$ cat config.mk
export PLATFORM = sky130hd
export DESIGN_NAME = pc_sequencer_flat
export DESIGN_NICKNAME = d
export VERILOG_FILES = /design/src/rtl/pc_sequencer_pkg.sv /design/src/rtl/pc_sequencer_if.sv /design/src/rtl/pc_sequencer_pc_next_mux.sv /design/src/rtl/pc_sequencer.sv /design/src/flat_wrapper.sv
export SDC_FILE = /design/constraint.sdc
export NUM_CORES = 1
export LEC_CHECK = 0
export ABC_AREA = 1
export BUFFER_PORTS_ARGS = -buffer_cell sky130_fd_sc_hd__buf_4
export CORE_ASPECT_RATIO = 1.4
export CORE_MARGIN = 2
export CORE_UTILIZATION = 35
export CTS_CLUSTER_SIZE = 24
export DETAILED_ROUTE_END_ITERATION = 8
export PLACE_DENSITY_LB_ADDON = 0.1
export SETUP_SLACK_MARGIN = 0.3
export SYNTH_ARGS = -nofsm -noshare
export SYNTH_HDL_FRONTEND = slang
export SYNTH_SLANG_ARGS = --single-unit
$ cat constraint.sdc
create_clock -name CLK -period 2.16 [get_ports CLK]
set_input_delay 0.216 -clock CLK [delete_from_list [all_inputs] [get_ports CLK]]
set_output_delay 0.216 -clock CLK [all_outputs]
set_load 0.02 [all_outputs]
$ cat src/rtl/pc_sequencer_pkg.sv
// Shared types and defaults for the program-counter sequencer.
// State encodings are visible on the debug State port.
package pc_sequencer_pkg;

  typedef enum logic [2:0] {
    ST_RESET_LOAD = 3'd0,
    ST_FETCH      = 3'd1,
    ST_DECODE     = 3'd2,
    ST_EXEC       = 3'd3,
    ST_IRQ_SAVE   = 3'd4,
    ST_HALT       = 3'd5
  } state_t;

  localparam int          PC_W      = 16;
  localparam int          INC_BYTES = 2;
  localparam logic [15:0] RESET_VEC = 16'h0000;
  localparam logic [15:0] IRQ_VEC   = 16'h0100;
  localparam bit          IE_RST    = 1'b1;

endpackage

$ cat src/rtl/pc_sequencer_if.sv
// Control-unit <-> sequencer bundle.
// master: decode/control side, slave: the sequencer.
interface pc_sequencer_if #(
  parameter int PC_WIDTH = 16
);
  logic [PC_WIDTH-1:0] PCCur;
  logic                Stall;
  logic                JumpReq;
  logic [PC_WIDTH-1:0] JumpTarget;
  logic                BranchReq;
  logic                BranchTaken;
  logic [PC_WIDTH-1:0] BranchTarget;
  logic                RetReq;
  logic                Halt;
  logic                IRQ;
  logic                PCWrite;
  logic [PC_WIDTH-1:0] PCIn;
  logic                IRWrite;
  logic                IRQAck;
  logic [PC_WIDTH-1:0] EPC;
  logic                IE;
  logic [2:0]          State;

  modport master (
    output PCCur, Stall,
    output JumpReq, JumpTarget,
    output BranchReq, BranchTaken,
    output BranchTarget,
    output RetReq, Halt, IRQ,
    input  PCWrite, PCIn, IRWrite,
    input  IRQAck, EPC, IE, State
  );

  modport slave (
    input  PCCur, Stall,
    input  JumpReq, JumpTarget,
    input  BranchReq, BranchTaken,
    input  BranchTarget,
    input  RetReq, Halt, IRQ,
    output PCWrite, PCIn, IRWrite,
    output IRQAck, EPC, IE, State
  );
endinterface

$ cat src/rtl/pc_sequencer_pc_next_mux.sv
// Next-PC source selection and PC write request.
// Pure combinational; stall/reset gating is done by the caller.
module pc_next_mux
  import pc_sequencer_pkg::*;
#(
  parameter int                  PC_WIDTH     = PC_W,
  parameter int                  INC          = INC_BYTES,
  parameter logic [PC_WIDTH-1:0] RESET_VECTOR = PC_WIDTH'(RESET_VEC),
  parameter logic [PC_WIDTH-1:0] IRQ_VECTOR   = PC_WIDTH'(IRQ_VEC)
) (
  input  state_t              state,
  input  logic [PC_WIDTH-1:0] pc_cur,
  input  logic [PC_WIDTH-1:0] epc,
  input  logic                jump_req,
  input  logic [PC_WIDTH-1:0] jump_target,
  input  logic                branch_req,
  input  logic                branch_taken,
  input  logic [PC_WIDTH-1:0] branch_target,
  input  logic                ret_req,
  output logic                pc_write,
  output logic [PC_WIDTH-1:0] pc_in,
  output logic                ret_sel
);

  logic [PC_WIDTH-1:0] pc_seq;

  // Sequential increment wraps modulo 2^PC_WIDTH
  assign pc_seq = pc_cur + PC_WIDTH'(INC);

  always_comb begin
    pc_write = 1'b0;
    pc_in    = pc_seq;
    ret_sel  = 1'b0;
    case (state)
      ST_RESET_LOAD: begin
        pc_write = 1'b1;
        pc_in    = RESET_VECTOR;
      end
      ST_FETCH: begin
        pc_write = 1'b1;
      end
      ST_EXEC: begin
        if (jump_req) begin
          pc_write = 1'b1;
          pc_in    = jump_target;
        end else if (branch_req && branch_taken) begin
          pc_write = 1'b1;
          pc_in    = branch_target;
        end else if (ret_req) begin
          pc_write = 1'b1;
          pc_in    = epc;
          ret_sel  = 1'b1;
        end
      end
      ST_IRQ_SAVE: begin
        pc_write = 1'b1;
        pc_in    = IRQ_VECTOR;
      end
      default: ;
    endcase
  end

endmodule

$ cat src/rtl/pc_sequencer.sv
// Multi-cycle PC sequencing FSM with EPC/IE ownership.
// Outputs are combinational from State and the request inputs.
module pc_sequencer
  import pc_sequencer_pkg::*;
#(
  parameter int                  PC_WIDTH     = PC_W,
  parameter int                  INC          = INC_BYTES,
  parameter logic [PC_WIDTH-1:0] RESET_VECTOR = PC_WIDTH'(RESET_VEC),
  parameter logic [PC_WIDTH-1:0] IRQ_VECTOR   = PC_WIDTH'(IRQ_VEC),
  parameter bit                  IE_RESET     = IE_RST
) (
  input logic           CLK,
  input logic           Reset,
  pc_sequencer_if.slave bus
);

  state_t              state, state_nx;
  logic [PC_WIDTH-1:0] epc, epc_nx;
  logic                ie, ie_nx;
  logic                ir_wr, ack;
  logic                can_stall, frz;
  logic                mux_wr, ret_sel;
  logic [PC_WIDTH-1:0] mux_pc;

  pc_next_mux #(
    .PC_WIDTH    (PC_WIDTH),
    .INC         (INC),
    .RESET_VECTOR(RESET_VECTOR),
    .IRQ_VECTOR  (IRQ_VECTOR)
  ) u_mux (
    .state        (state),
    .pc_cur       (bus.PCCur),
    .epc          (epc),
    .jump_req     (bus.JumpReq),
    .jump_target  (bus.JumpTarget),
    .branch_req   (bus.BranchReq),
    .branch_taken (bus.BranchTaken),
    .branch_target(bus.BranchTarget),
    .ret_req      (bus.RetReq),
    .pc_write     (mux_wr),
    .pc_in        (mux_pc),
    .ret_sel      (ret_sel)
  );

  always_ff @(posedge CLK or negedge Reset) begin
    if (!Reset) begin
      state <= ST_RESET_LOAD;
      epc   <= '0;
      ie    <= IE_RESET;
    end else begin
      state <= state_nx;
      epc   <= epc_nx;
      ie    <= ie_nx;
    end
  end

  always_comb begin
    state_nx  = state;
    epc_nx    = epc;
    ie_nx     = ie;
    ir_wr     = 1'b0;
    ack       = 1'b0;
    can_stall = 1'b1;
    case (state)
      ST_RESET_LOAD: state_nx = ST_FETCH;
      ST_FETCH: begin
        ir_wr    = 1'b1;
        state_nx = ST_DECODE;
      end
      ST_DECODE: state_nx = ST_EXEC;
      ST_EXEC: begin
        if (ret_sel) ie_nx = 1'b1;
        // Registered IE: a same-cycle return cannot admit this IRQ
        if (bus.Halt)
          state_nx = ST_HALT;
        else if (bus.IRQ && ie)
          state_nx = ST_IRQ_SAVE;
        else
          state_nx = ST_FETCH;
      end
      ST_IRQ_SAVE: begin
        epc_nx   = bus.PCCur;
        ie_nx    = 1'b0;
        ack      = 1'b1;
        state_nx = ST_FETCH;
      end
      ST_HALT: begin
        can_stall = 1'b0;
        if (bus.IRQ && ie) state_nx = ST_IRQ_SAVE;
      end
      default: begin
        can_stall = 1'b0;
        state_nx  = ST_FETCH;
      end
    endcase
    if (bus.Stall && can_stall) begin
      state_nx = state;
      epc_nx   = epc;
      ie_nx    = ie;
      ir_wr    = 1'b0;
      ack      = 1'b0;
    end
  end

  assign frz = bus.Stall & can_stall;

  assign bus.PCWrite = Reset & ~frz & mux_wr;
  assign bus.PCIn    = Reset ? mux_pc : '0;
  assign bus.IRWrite = Reset & ir_wr;
  assign bus.IRQAck  = Reset & ack;
  assign bus.EPC     = epc;
  assign bus.IE      = ie;
  assign bus.State   = state;

endmodule

$ cat src/flat_wrapper.sv
// flat-port wrapper written by rule: the top's interface ports become plain ports
module pc_sequencer_flat import pc_sequencer_pkg::*;
#(
  parameter int                  PC_WIDTH     = PC_W,
  parameter int                  INC          = INC_BYTES,
  parameter logic [PC_WIDTH-1:0] RESET_VECTOR = PC_WIDTH'(RESET_VEC),
  parameter logic [PC_WIDTH-1:0] IRQ_VECTOR   = PC_WIDTH'(IRQ_VEC),
  parameter bit                  IE_RESET     = IE_RST
)
  (CLK, Reset, bus_PCCur, bus_Stall, bus_JumpReq, bus_JumpTarget, bus_BranchReq, bus_BranchTaken, bus_BranchTarget, bus_RetReq, bus_Halt, bus_IRQ, bus_PCWrite, bus_PCIn, bus_IRWrite, bus_IRQAck, bus_EPC, bus_IE, bus_State);
  pc_sequencer_if #(.PC_WIDTH(PC_WIDTH)) bus_i ();
  input logic CLK;
  input logic Reset;
  input wire logic [$bits(bus_i.PCCur)-1:0] bus_PCCur;
  input wire logic [$bits(bus_i.Stall)-1:0] bus_Stall;
  input wire logic [$bits(bus_i.JumpReq)-1:0] bus_JumpReq;
  input wire logic [$bits(bus_i.JumpTarget)-1:0] bus_JumpTarget;
  input wire logic [$bits(bus_i.BranchReq)-1:0] bus_BranchReq;
  input wire logic [$bits(bus_i.BranchTaken)-1:0] bus_BranchTaken;
  input wire logic [$bits(bus_i.BranchTarget)-1:0] bus_BranchTarget;
  input wire logic [$bits(bus_i.RetReq)-1:0] bus_RetReq;
  input wire logic [$bits(bus_i.Halt)-1:0] bus_Halt;
  input wire logic [$bits(bus_i.IRQ)-1:0] bus_IRQ;
  output wire logic [$bits(bus_i.PCWrite)-1:0] bus_PCWrite;
  output wire logic [$bits(bus_i.PCIn)-1:0] bus_PCIn;
  output wire logic [$bits(bus_i.IRWrite)-1:0] bus_IRWrite;
  output wire logic [$bits(bus_i.IRQAck)-1:0] bus_IRQAck;
  output wire logic [$bits(bus_i.EPC)-1:0] bus_EPC;
  output wire logic [$bits(bus_i.IE)-1:0] bus_IE;
  output wire logic [$bits(bus_i.State)-1:0] bus_State;
  assign bus_i.PCCur = bus_PCCur;
  assign bus_i.Stall = bus_Stall;
  assign bus_i.JumpReq = bus_JumpReq;
  assign bus_i.JumpTarget = bus_JumpTarget;
  assign bus_i.BranchReq = bus_BranchReq;
  assign bus_i.BranchTaken = bus_BranchTaken;
  assign bus_i.BranchTarget = bus_BranchTarget;
  assign bus_i.RetReq = bus_RetReq;
  assign bus_i.Halt = bus_Halt;
  assign bus_i.IRQ = bus_IRQ;
  assign bus_PCWrite = bus_i.PCWrite;
  assign bus_PCIn = bus_i.PCIn;
  assign bus_IRWrite = bus_i.IRWrite;
  assign bus_IRQAck = bus_i.IRQAck;
  assign bus_EPC = bus_i.EPC;
  assign bus_IE = bus_i.IE;
  assign bus_State = bus_i.State;
  pc_sequencer #(.PC_WIDTH(PC_WIDTH), .INC(INC), .RESET_VECTOR(RESET_VECTOR), .IRQ_VECTOR(IRQ_VECTOR), .IE_RESET(IE_RESET)) u_core (.CLK(CLK), .Reset(Reset), .bus(bus_i));
endmodule
After elaboration in Yosys (flattened, before gate mapping)
Cells that the tools add are included.

Memories: 0. Flip-flop bits (word level): 20. Bits in latches: 0. Memory bits (read-only): 0. Output and inout port bits: 39. RAM bits: 0.

Multipliers: 0. Add/sub/neg operators: 1. Eq/ne operators: 7. Mux-type cells: 23. Order comparisons: 0. Divide/modulo/power cells: 0. Reductions and logical operators: 10. Bitwise gates (word level): 7. Shift operators: 0.

Operators with widths (count): 2-to-1 mux 16 bit (4); one-hot mux 16 bit (3 select lines) (1); adder 16 x 2 -> 16 bit, second input constant (1); 2-to-1 mux 1 bit (12); one-hot mux 3 bit (4 select lines) (1); 2-to-1 mux 3 bit (3); == test 3 x 2 -> 1 bit, second input constant (2); == test 3 bit, second input constant (2); bitwise AND 1 bit (5); OR reduction 5 bit (1); inequality test 2 x 1 -> 1 bit, second input constant (2); one-hot mux 1 bit (2 select lines) (2); AND reduction 2 bit (2); == test 3 x 1 -> 1 bit, second input constant (1); logical AND 1 bit (3); zero test 3 bit (1); AND reduction 3 bit (1); OR reduction 3 bit (1); inverter 1 bit (2); nonzero test 2 bit (1).

Depth between registers and ports, before layout
Depth after elaboration: 7. Gate-level depth with buffers: 9. Mapped depth without buffers: 9.

Cells and area by module
A second synthesis with hierarchy kept.

Cell total of the unflattened synthesis: 387. Area total of the unflattened synthesis: 2155.8 um2.

By module, submodules not included: pc_next_mux (area each 1109.8 um2, cells each 237, instances 1, sequential area each 0.0 um2); pc_sequencer (area each 1046.0 um2, cells each 150, instances 1, sequential area each 501.7 um2).

Worst setup path before layout
No wires, ideal clock.

Path kind: register to output. Start point: register u_core.state[2], in the netlist u_core.bus.State[2]. End point: output port bus_PCIn[11]. Buffers on the path: 1. Cell stages (with the launch flop): 7. Arrival: 1.668 ns. Data required time: 1.944 ns. Setup slack: 0.276 ns. Cell sequence: dfrtp_1 inv_2 nand3_4 buf_6 nor2_1 o211ai_1 a211oi_1.

Longest elaborated chain between the ends: 3.

RTL lines: start, declared (line pc_sequencer.sv:17) `state_t state, state_nx;`; start signal, assigned (line pc_sequencer.sv:51) `state <= state_nx;`; == test 3 bit (tied with other cells) (line pc_sequencer_pc_next_mux.sv:34) `case (state)`; one-hot mux 16 bit (3 select lines) (*) (line pc_sequencer_pc_next_mux.sv:34); 2-to-1 mux 16 bit (*) (line pc_sequencer.sv:108) `assign bus.PCIn = Reset ? mux_pc : '0;`; end, declared (line flat_wrapper.sv:25) `output wire logic [$bits(bus_i.PCIn)-1:0] bus_PCIn;`.

Mark *: on every way between the ends. The rest lies on a longest branch, timed or not.

Worst setup path after layout
Start point: register u_core.state[1], in the netlist u_core.bus.State[1]. End point: output port bus_PCIn[4].

The elaborated chain is that of the path after synthesis.

==> flow_summary.ini <==
[routing]
vias = 2376
dr.pass1.iters = 4
wl_um = 7130
wl_met1_um = 2780
ant_nets = 0
wl_per_cell_um = 15.2
top_layer = met4
wl_met3_um = 424
wl_met2_um = 3740
vias_per_cell = 5.06
drt-initial-drc-count = 160
drc_errors = 0

[placed_design]
placed_cells = 455
place.gp.congestion = 0.880
place_ws_ns = 0.293
dp_hpwl_um = 5430
numPortBuffers = 95

[logic_synthesis]
synth_edf_count = 0
synthCells = 298
synth.area.top_cells = dfrtp_1, nand2_1, nor2_1, a21oi_1, inv_1
synth_warnings = 0
yosysMostFrequentCell = nand2_1
synth_area_leader_cell = dfrtp_1
synth_commonest_cells = nand2_1, nor2_1, inv_1
syn_avg_cell_area_um2 = 6.34
syn-cell-area_mm2 = 0.00189
dominantRegCellSynth = dfrtp_1
synth_cell_types = 39
synth_top_area_share_pct = 25.2
ys_seq_elements = 20
async_flop_share_pct = 100
seq_area_frac_synth_pct = 26.6
syn_nets = 356

[grt]
first_global_vias = 2380
grt_max_degree = 21
grt_antenna_before_repair = 0
grt_use_total_pct = 24.0
grt_overflow = 0
grt_first_pass_wirelength_um = 11100

[clocking]
clock_path_buffers = 2
path_clk_slew_ns = 0.08
cts_made_buffers = 3
cts-root-buf = clkbuf_8
tritoncts = yes
h-tree-depth = 1
clk_latency_ns = 0.27
clkSinkCount = 20

[final_layout]
finish.net_count = 463
post-route-util_pct = 55.7
area_delta_synth_final_pct = 53.3
register_area_um2 = 505
layout-drive-gt1-share_pct = 38.9
n_fill_cell = 543
fin_cells = 470
antenna_cells = 0
multi_input_area_mm2 = 0.00130

[power_and_ir_drop]
fin_total_pwr_uw = 3260
sequentialPowerShare_pct = 21.5
ir_drop_mv = 0.560
swShare_pct = 49.4
powerDensity_mw_per_mm2 = 1130
p_clk_share_pct = 8.2
p_int_uw = 1650
combinationalPowerShare_pct = 70.3
p_leak_uw = 0.00146
power_switching_uw = 1610

[critical_path]
crit_type = reg2out
required_ns = 1.94
cp_max_fo = 5
arrival_ns = 1.78
cp-end-kind = output pin
critPathLaunchType = register

[floorplan]
coreArea_mm2 = 0.00520
start_util_pct = 36.4
rows = 31
chipWidth_um = 66.1
die_h_um = 90.9
io_pins = 96
dieArea_mm2 = 0.00601

[sta]
relSlewSlack_pct = 32.3
period_needed_ns = 1.99
setup_viol_count_final = 0
fmax_mhz = 502
worst_slack_ns = 0.167
fin_tns_setup_ns = 0
report.final.hold_viol_count = 0
rsz0062_at_grt = yes
clock_skew_ns = 0.00553
worst_pin_slew_ns = 1.01
final_max_slew_viol_count = 0
period_share_pct = 92.3

[flow_run]
drv_cap = 0

[outcome]
status = completed

[min_path]
hp-class = in2async
-- critical path: stages (launching register included) --
cell	delay [ns]
dfrtp_2	0.44
buf_6	0.12
nand3_4	0.11
inv_4	0.11
o21ai_2	0.06
nor3_1	0.13
nor2_1	0.08
a211oi_2	0.26
buf_4	0.20
-- placed cells by master (no fill, tap or decap), types with 4 or more instances in the layout --
master and count:
inv_1 21, buf_6 4, nand2_1 84, dfrtp_1 16
o21ai_0 6, a21oi_2 4, nand2_2 4, o21ai_1 16
nor3_1 7, a211oi_2 5, xor2_1 5, o22ai_1 6
nand3_1 10, a21oi_1 13, nor2_4 5, o211ai_1 7
nor2_1 42, buf_4 106
-- what timing repair did --
item,in CTS,in global routing
setup endpoints to repair,17,18
buffers inserted,9,1
resized for setup,17,13
pin swaps,10,9
endpoints found under the hold margin,19,0
hold buffers,1,0
-- logic make-up after synthesis --
| kind of cell | share of synthesized area (%) |
|---|---|
| flip-flops | 26.6 |
| AO/OA/AOI/OAI | 22.1 |
| adder cells (fa/ha/maj) | 0.662 |
| multiplexers | 0.530 |
| XOR/XNOR | 2.78 |
| buffers and inverters | 8.48 |
| AND/OR/NAND/NOR | 38.9 |
-- worst paths after layout --
path / start / endpoint / slack [ns] / depth (start not counted)
max: u_core.bus.State[1] / bus_PCIn[4] / 0.17 / 8
min: Reset / u_core.bus.IE / 0.06 / 2
max reg2reg: u_core.bus.State[1] / u_core.bus.EPC[5] / 0.73 / 7
min reg2reg: u_core.bus.IE / u_core.bus.IE / 0.51 / 2
max in group asynchronous: Reset / u_core.bus.State[2] / 0.61 / 3
min in group CLK: bus_PCCur[15] / u_core.bus.EPC[15] / 0.15 / 3
-- registers in the layout, indices dropped and copies added (netlist names) --
name              cells
u_core.bus.EPC       16
u_core.bus.IE         1
u_core.bus.State      3
-- layer usage --
metal | GRT usage, % | vias to the layer above
li1 | - | 1200
met1 | 29.4 | 1073
met2 | 41.8 | 90
met3 | 2.85 | 13
met4 | 9.35 | 0
met5 | 0 | -
-- area by class of cell --
class	instances	share of cell area [%]
multi-input cells	241	44.9
repair buffers	111	29.4
flip-flops and latches	20	17.5
inverters	28	3.89
well taps	66	2.85
clock buffers	4	1.56
-- power by group through the flow --
stage               combinational [µW]  clock, µW  sequential, µW
CTS                               2230        269             694
detailed placement                2000          0             709
global placement                  1980          0             712
floorplan                         1090          0             860
global route                      2480        291             723
finish                            2290        267             701
-- through the flow --
stage | hold WS, ns | instance area (µm²)
final | 0.0583 | 2900
after global routing | 0.0680 | 2900
after CTS | 0.0565 | 2860
after detailed placement | 0.246 | 2680
after global placement | 0.247 | 2680
after floorplan | -0.0796 | 1900
Note: power is estimated with default switching activity, not from simulation.
